`src/rtl/fixed_requant_pkg.sv`:
```
// Shared constants and helpers for the fixed-point requantiser pipeline.
package fixed_requant_pkg;

    // Extra headroom bits above the input width for the stage-1 value.
    localparam int HEADROOM = 9;

    // Largest lane count the saturation popcount can handle.
    localparam int MAX_LANES = 64;

    // Right-shift amount that moves the input binary point to the output one.
    // A negative value means the output has more fractional bits (left shift).
    function automatic int calc_shift(input int in_frac, input int out_frac);
        return in_frac - out_frac;
    endfunction

    // Width of the sign-extended stage-1 value. Large enough that neither the
    // rounding add nor a left shift of up to 8 bits can overflow.
    function automatic int calc_w(input int in_w);
        return in_w + HEADROOM;
    endfunction

    // Largest value representable in a signed out_w-bit result.
    function automatic longint out_max(input int out_w);
        return (longint'(1) << (out_w - 1)) - 1;
    endfunction

    // Smallest value representable in a signed out_w-bit result.
    function automatic longint out_min(input int out_w);
        return -(longint'(1) << (out_w - 1));
    endfunction

    // Number of set lane flags (unused upper bits must be zero).
    function automatic int unsigned popcount(input logic [MAX_LANES-1:0] flags);
        int unsigned n;
        n = 0;
        for (int i = 0; i < MAX_LANES; i++) begin
            n += int'(flags[i]);
        end
        return n;
    endfunction

endpackage : fixed_requant_pkg

```
`src/rtl/fixed_requant_lane.sv`:
```
// Purely combinational per-lane arithmetic: round/shift of a raw input sample
// into the wide stage-1 format, and saturation of a stage-1 value into the
// narrow output format.
module fixed_requant_lane
    import fixed_requant_pkg::*;
#(
    parameter int IN_W     = 8,
    parameter int IN_FRAC  = 3,
    parameter int OUT_W    = 6,
    parameter int OUT_FRAC = 2
) (
    input  logic [IN_W-1:0]                    x,
    input  logic signed [calc_w(IN_W)-1:0]     s,
    output logic signed [calc_w(IN_W)-1:0]     shifted,
    output logic [OUT_W-1:0]                   sat,
    output logic                               flag
);

    localparam int SHIFT = calc_shift(IN_FRAC, OUT_FRAC);
    localparam int W     = calc_w(IN_W);

    localparam logic signed [W-1:0] SAT_MAX = W'(out_max(OUT_W));
    localparam logic signed [W-1:0] SAT_MIN = W'(out_min(OUT_W));

    logic signed [W-1:0] x_ext;

    assign x_ext = {{(W - IN_W){x[IN_W-1]}}, x};

    if (SHIFT > 0) begin : g_round
        // Adding half an output LSB before the arithmetic shift gives
        // round-half-toward-+inf; the add cannot overflow at width W.
        localparam logic signed [W-1:0] HALF = W'(longint'(1) << (SHIFT - 1));
        logic signed [W-1:0] biased;
        assign biased  = x_ext + HALF;
        assign shifted = biased >>> SHIFT;
    end else if (SHIFT == 0) begin : g_pass
        assign shifted = x_ext;
    end else begin : g_scale_up
        assign shifted = x_ext <<< (-SHIFT);
    end

    // Clamp the stage-1 value into the output range and flag any clipping.
    always_comb begin
        // NOTE: every output gets a default first so no path infers a latch.
        sat  = OUT_W'(s);
        flag = 1'b0;
        if (s > SAT_MAX) begin
            sat  = OUT_W'(SAT_MAX);
            flag = 1'b1;
        end else if (s < SAT_MIN) begin
            sat  = OUT_W'(SAT_MIN);
            flag = 1'b1;
        end
    end

endmodule : fixed_requant_lane

```
`src/rtl/fixed_requant_pipe.sv`:
```
// Two-stage requantiser pipeline with valid/ready backpressure and a sticky
// saturated-lane counter. Stage 1 holds the rounded/shifted wide value,
// stage 2 holds the saturated output presented downstream.
module fixed_requant_pipe
    import fixed_requant_pkg::*;
#(
    parameter int DATA_IN_0_PRECISION_0       = 8,
    parameter int DATA_IN_0_PRECISION_1       = 3,
    parameter int DATA_IN_0_PARALLELISM_DIM_0 = 1,
    parameter int DATA_IN_0_PARALLELISM_DIM_1 = 1,
    parameter int DATA_OUT_0_PRECISION_0      = 6,
    parameter int DATA_OUT_0_PRECISION_1      = 2,
    parameter int SAT_CNT_WIDTH               = 16
) (
    input  logic                              clk,
    input  logic                              rst,
    input  logic [DATA_IN_0_PRECISION_0-1:0]  data_in_0 [DATA_IN_0_PARALLELISM_DIM_0*DATA_IN_0_PARALLELISM_DIM_1],
    input  logic                              data_in_0_valid,
    output logic                              data_in_0_ready,
    output logic [DATA_OUT_0_PRECISION_0-1:0] data_out_0 [DATA_IN_0_PARALLELISM_DIM_0*DATA_IN_0_PARALLELISM_DIM_1],
    output logic                              data_out_0_valid,
    input  logic                              data_out_0_ready,
    input  logic                              sat_clear,
    output logic [SAT_CNT_WIDTH-1:0]          sat_count
);

    localparam int N     = DATA_IN_0_PARALLELISM_DIM_0 * DATA_IN_0_PARALLELISM_DIM_1;
    localparam int W     = calc_w(DATA_IN_0_PRECISION_0);
    localparam int SHIFT = calc_shift(DATA_IN_0_PRECISION_1, DATA_OUT_0_PRECISION_1);
    localparam int SUM_W = SAT_CNT_WIDTH + $clog2(N + 1);

    localparam logic [SAT_CNT_WIDTH-1:0] CNT_MAX = '1;

    // Elaboration-time parameter sanity checks.
    if (DATA_OUT_0_PRECISION_1 >= DATA_OUT_0_PRECISION_0) begin : g_bad_out_frac
        $error("fixed_requant_pipe: output frac bits must be below output width");
    end
    if (SHIFT > 8 || SHIFT < -8) begin : g_bad_shift
        $error("fixed_requant_pipe: |in_frac - out_frac| must not exceed 8");
    end
    if (N > MAX_LANES) begin : g_bad_lanes
        $error("fixed_requant_pipe: lane count exceeds popcount width");
    end

    logic                              s1_valid;
    logic                              s2_valid;
    logic signed [W-1:0]               s1_data      [N];
    logic signed [W-1:0]               lane_shifted [N];
    logic [DATA_OUT_0_PRECISION_0-1:0] lane_sat     [N];
    logic [N-1:0]                      lane_flag;
    logic [MAX_LANES-1:0]              flag_vec;
    logic [SUM_W-1:0]                  sat_sum;
    logic [SAT_CNT_WIDTH-1:0]          sat_next;
    logic                              accept;
    logic                              s2_adv;

    for (genvar i = 0; i < N; i++) begin : g_lane
        fixed_requant_lane #(
            .IN_W     (DATA_IN_0_PRECISION_0),
            .IN_FRAC  (DATA_IN_0_PRECISION_1),
            .OUT_W    (DATA_OUT_0_PRECISION_0),
            .OUT_FRAC (DATA_OUT_0_PRECISION_1)
        ) u_lane (
            .x       (data_in_0[i]),
            .s       (s1_data[i]),
            .shifted (lane_shifted[i]),
            .sat     (lane_sat[i]),
            .flag    (lane_flag[i])
        );
    end

    // Handshake: stage 2 advances when it is empty or being drained; the input
    // is ready whenever stage 1 is empty or moving on this cycle.
    assign s2_adv           = s1_valid && (!s2_valid || data_out_0_ready);
    assign data_in_0_ready  = !s1_valid || s2_adv;
    assign accept           = data_in_0_valid && data_in_0_ready;
    assign data_out_0_valid = s2_valid;

    // Saturated-lane count of the beat leaving stage 1, added with headroom
    // and clamped so the counter sticks at all-ones instead of wrapping.
    always_comb begin
        flag_vec        = '0;
        flag_vec[N-1:0] = lane_flag;
        sat_sum         = SUM_W'(sat_count) + SUM_W'(popcount(flag_vec));
        sat_next        = (sat_sum > SUM_W'(CNT_MAX)) ? CNT_MAX : sat_sum[SAT_CNT_WIDTH-1:0];
    end

    // Stage-1 data capture on input accept.
    // NOTE: pure datapath registers carry no reset; their contents are only
    // observed once the matching valid bit, which is reset, says so.
    always_ff @(posedge clk) begin
        if (accept) begin
            for (int i = 0; i < N; i++) begin
                s1_data[i] <= lane_shifted[i];
            end
        end
    end

    // Stage-1 occupancy.
    always_ff @(posedge clk or posedge rst) begin
        // NOTE: sequential state is always updated with non-blocking assignments.
        if (rst) begin
            s1_valid <= 1'b0;
        end else if (accept) begin
            s1_valid <= 1'b1;
        end else if (s2_adv) begin
            s1_valid <= 1'b0;
        end
    end

    // Stage-2 occupancy and output register; cleared on reset so no stale
    // beat is visible after reset.
    always_ff @(posedge clk or posedge rst) begin
        if (rst) begin
            s2_valid <= 1'b0;
            for (int i = 0; i < N; i++) begin
                data_out_0[i] <= '0;
            end
        end else if (s2_adv) begin
            s2_valid <= 1'b1;
            for (int i = 0; i < N; i++) begin
                data_out_0[i] <= lane_sat[i];
            end
        end else if (data_out_0_ready) begin
            s2_valid <= 1'b0;
        end
    end

    // Saturation counter; a clear drops any increment in the same cycle.
    always_ff @(posedge clk or posedge rst) begin
        if (rst) begin
            sat_count <= '0;
        end else if (sat_clear) begin
            sat_count <= '0;
        end else if (s2_adv) begin
            sat_count <= sat_next;
        end
    end

endmodule : fixed_requant_pipe

```
`config.mk`:
```
export PLATFORM = sky130hd
export DESIGN_NAME = fixed_requant_pipe
export DESIGN_NICKNAME = d
export VERILOG_FILES = /design/src/rtl/fixed_requant_pkg.sv /design/src/rtl/fixed_requant_lane.sv /design/src/rtl/fixed_requant_pipe.sv
export SDC_FILE = /design/constraint.sdc
export NUM_CORES = 1
export LEC_CHECK = 0
export ABC_AREA = 1
export ABC_CLOCK_PERIOD_IN_PS = 2100
export CAP_MARGIN = 10
export CORE_UTILIZATION = 50
export CTS_CLUSTER_SIZE = 16
export DETAILED_ROUTE_END_ITERATION = 10
export GPL_ROUTABILITY_DRIVEN = 0
export GPL_TIMING_DRIVEN = 0
export PLACE_DENSITY_LB_ADDON = 0.05
export SETUP_SLACK_MARGIN = 0.2
export SYNTH_ARGS = -nofsm -noshare
export SYNTH_HDL_FRONTEND = slang
export SYNTH_SLANG_ARGS = --single-unit
export TNS_END_PERCENT = 100
```
`constraint.sdc`:
```
create_clock -name clk -period 2.1 [get_ports clk]
set_clock_uncertainty 0.1 [all_clocks]
set_input_delay 0.42 -clock clk [delete_from_list [all_inputs] [get_ports clk]]
set_output_delay 0.42 -clock clk [all_outputs]
set_load 0.03 [all_outputs]
```
==> results.yml <==
run_status:
  status: "finished, final reports clean"
clocking:
  holdBufCountCts: 0
  h-tree-depth: 2
  cts_buffer_depth: 2
  cts-buffers-inserted: 5
  clk_pin_slew_ns: 0.07
  cts_sinks: 32
  clk_latency_ns: 0.29
  tritoncts: "done"
  cts_root_buf: "clkbuf_8"
power_and_ir_drop:
  clock_power_share_pct: 29.4
  switchingPower_mw: 0.4942
  seqPwrFrac_pct: 47.1
  power_per_cell_area_nw_per_um2: 632.4
  internal_power_mw: 1.065
  p_leak_nw: 1.382
  swShare_pct: 31.69
  combPwrFrac_pct: 23.5
  ir_drop_mv: 0.4468
finish:
  antenna_cells: 0
  final_common_cell: "nand2_1"
  final_core_util_pct: 71.65
  drive_gt1_share_pct: 15.94
  area_delta_synth_final_pct: 33.90
  mostFrequentLayoutCells: "62 x nand2_1, 25 x inv_1, 24 x dfrtp_1"
  final_net_count: 291
logic_synthesis:
  synth_top_cells_by_area: "dfrtp_1 33%, edfxtp_1 13%, nand2_1 13%"
  syn_avg_cell_area_um2: 8.186
  synth_nets: 241
  synth_top_cell_area_share_pct: 32.61
  yosysSeqAreaShare_pct: 45.65
  synth_cell_types: 27
  netlist_instances: 225
  ys_seq_elements: 32
  yosysWarnings: 0
  yosys.area.top_type: "dfrtp_1"
  syn-cell-area_um2: 1842
route:
  vias: 1647
  ant_nets: 0
  drt-pass1-iter-count: 4
  drt_iter0_drc: 101
  wl_per_cell_um: 12.88
  drc: 0
  drt-total-wl_mm: 4.148
  viasPerCell: 5.115
timing:
  fmax_ghz: 0.5401
  worst_pin_slew_ns: 0.9360
  setup_viol: 0
  min_period_over_period_pct: 88.16
  fin_hold_ws_ns: 0.3890
  hold_viol_final: 0
  rsz0062_at_grt: "true"
  slew_violations: 0
  slew_headroom_pct: 37.53
  min_period_ns: 1.851
floorplan:
  dieWidth_um: 62.69
  rows: 21
  ioPinCount: 37
  die_h_um: 62.69
  start_util_pct: 53.51
  fp.dieArea_um2: 3930
  fp.coreArea_um2: 3442
job:
  cap_violations: 0
global_route:
  overflow: 0
  grt_max_degree: 25
  grt_pass1_vias: 1595
  grt_pass1_wl_mm: 6.996
  antenna_found_initial: 0
  grt_usage_pct: 23.03
setup_path:
  cp_max_fo: 6
  worstPathArrival_ns: 1.98
  start_kind: "register"
  endpoint_kind: "register"
  worstPathRequired_ns: 2.23
  critPathKind: "reg2reg"
hold_path:
  hp-class: "reg2reg"
place:
  port_buffers: 36
  hpwlAfterDp_mm: 2.835
==> synthesized netlist by cell type <==
library cell,number
a31oi_1,1
edfxtp_1,8
xor2_1,7
nand4_2,1
nor2_8,1
a21oi_1,2
nand2_2,2
nand3_2,8
nor2_4,1
nor2_1,23
xnor2_1,1
buf_6,1
inv_1,27
nand4_1,3
clkbuf_1,1
o211ai_1,3
nand2_4,3
o21ai_0,10
nand2_1,64
o21bai_1,5
nand3b_1,1
dfrtp_1,24
nand3_1,17
ha_1,3
buf_2,2
nor3b_1,1
nor3_1,5
==> power groups by stage <==
stage / Clock, mW / Combinational (mW) / Sequential (mW)
floorplan: 0 / 0.122 / 0.824
global placement: 0 / 0.354 / 0.741
detailed placement: 0 / 0.356 / 0.743
CTS: 0.469 / 0.358 / 0.732
global route: 0.499 / 0.402 / 0.743
finish: 0.458 / 0.366 / 0.735
==> cell type report <==
class	count	area [µm²]
tap	46	57.56
clock buffer	5	68.82
multi-input combinational	162	938.4
inverter	27	101.3
sequential	32	840.8
timing repair buffer	43	416.7
buffer	4	28.78
fill	280	975.9
clock inverter	3	13.76
==> per-stage QoR <==
| stage | total power, mW | setup TNS, ns | instance area (µm²) | setup WS (ns) | cells |
|---|---|---|---|---|---|
| floorplan | 0.9456 | 0 | 1846 | 0.2698 | 225 |
| global placement | 1.094 | -0.1394 | 2263 | -0.1293 | 307 |
| detailed placement | 1.098 | -0.1703 | 2263 | -0.1297 | 307 |
| CTS | 1.559 | 0 | 2346 | 0.1423 | 316 |
| global route | 1.644 | 0 | 2466 | 0.1634 | 322 |
| finish | 1.559 | 0 | 2466 | 0.2486 | 322 |
==> final timing paths <==
check / slack, ns / depth (start not counted) / start / to
worst max-delay path: 0.25 / 11 / s1_data[0][15] / sat_count[11]
worst min-delay path: 0.39 / 2 / data_out_0[5] / data_out_0[5]
worst max register to register: 0.25 / 11 / s1_data[0][15] / sat_count[11]
worst min register to register: 0.39 / 2 / data_out_0[5] / data_out_0[5]
max in group asynchronous: 0.79 / 2 / rst / data_out_0[5]
min in group asynchronous: 0.54 / 2 / rst / data_out_0[3]
==> state kept, by name, summed over array words and instances, names as in the netlist <==
name	cells
s1_valid	1
data_out_0	6
data_out_0_valid	1
sat_count	16
s1_data	8
==> critical path: stages, from the launching register on <==
cell	delay, ns
edfxtp_1	0.45
a21oi_4	0.16
inv_2	0.05
nand2_2	0.08
ha_4	0.16
nand2_8	0.07
nor2_8	0.12
nand2_4	0.09
nor2_4	0.12
nand4_4	0.13
clkbuf_16	0.20
nand3_2	0.06
==> what timing repair did <==
item | 4_1_cts | 5_1_grt
gates resized for setup | 16 | 20
pin swaps | 0 | 6
setup endpoints to repair | 26 | 17
buffers inserted | 1 | 5
cloned | 0 | 1
==> per-layer routing <==
layer  wire [µm]  up-vias  GRT usage [%]
met5           0        -              0
met4          73        0          10.17
met3         147        9          5.657
met2        2215       44          39.54
met1        1712      760          27.10
li1            -      834              -
==> cells by family after synthesis <==
family / Yosys count / share of synthesized area (%)
and+or+nand+nor: 130 / 34.78
DFF: 32 / 45.65
buffers and inverters: 31 / 6.861
AOI/OAI and AO/OA: 21 / 6.862
xor gates and xnor gates: 8 / 3.804
adders and majority gates: 3 / 2.038
Power figures use the tool's default switching activity.
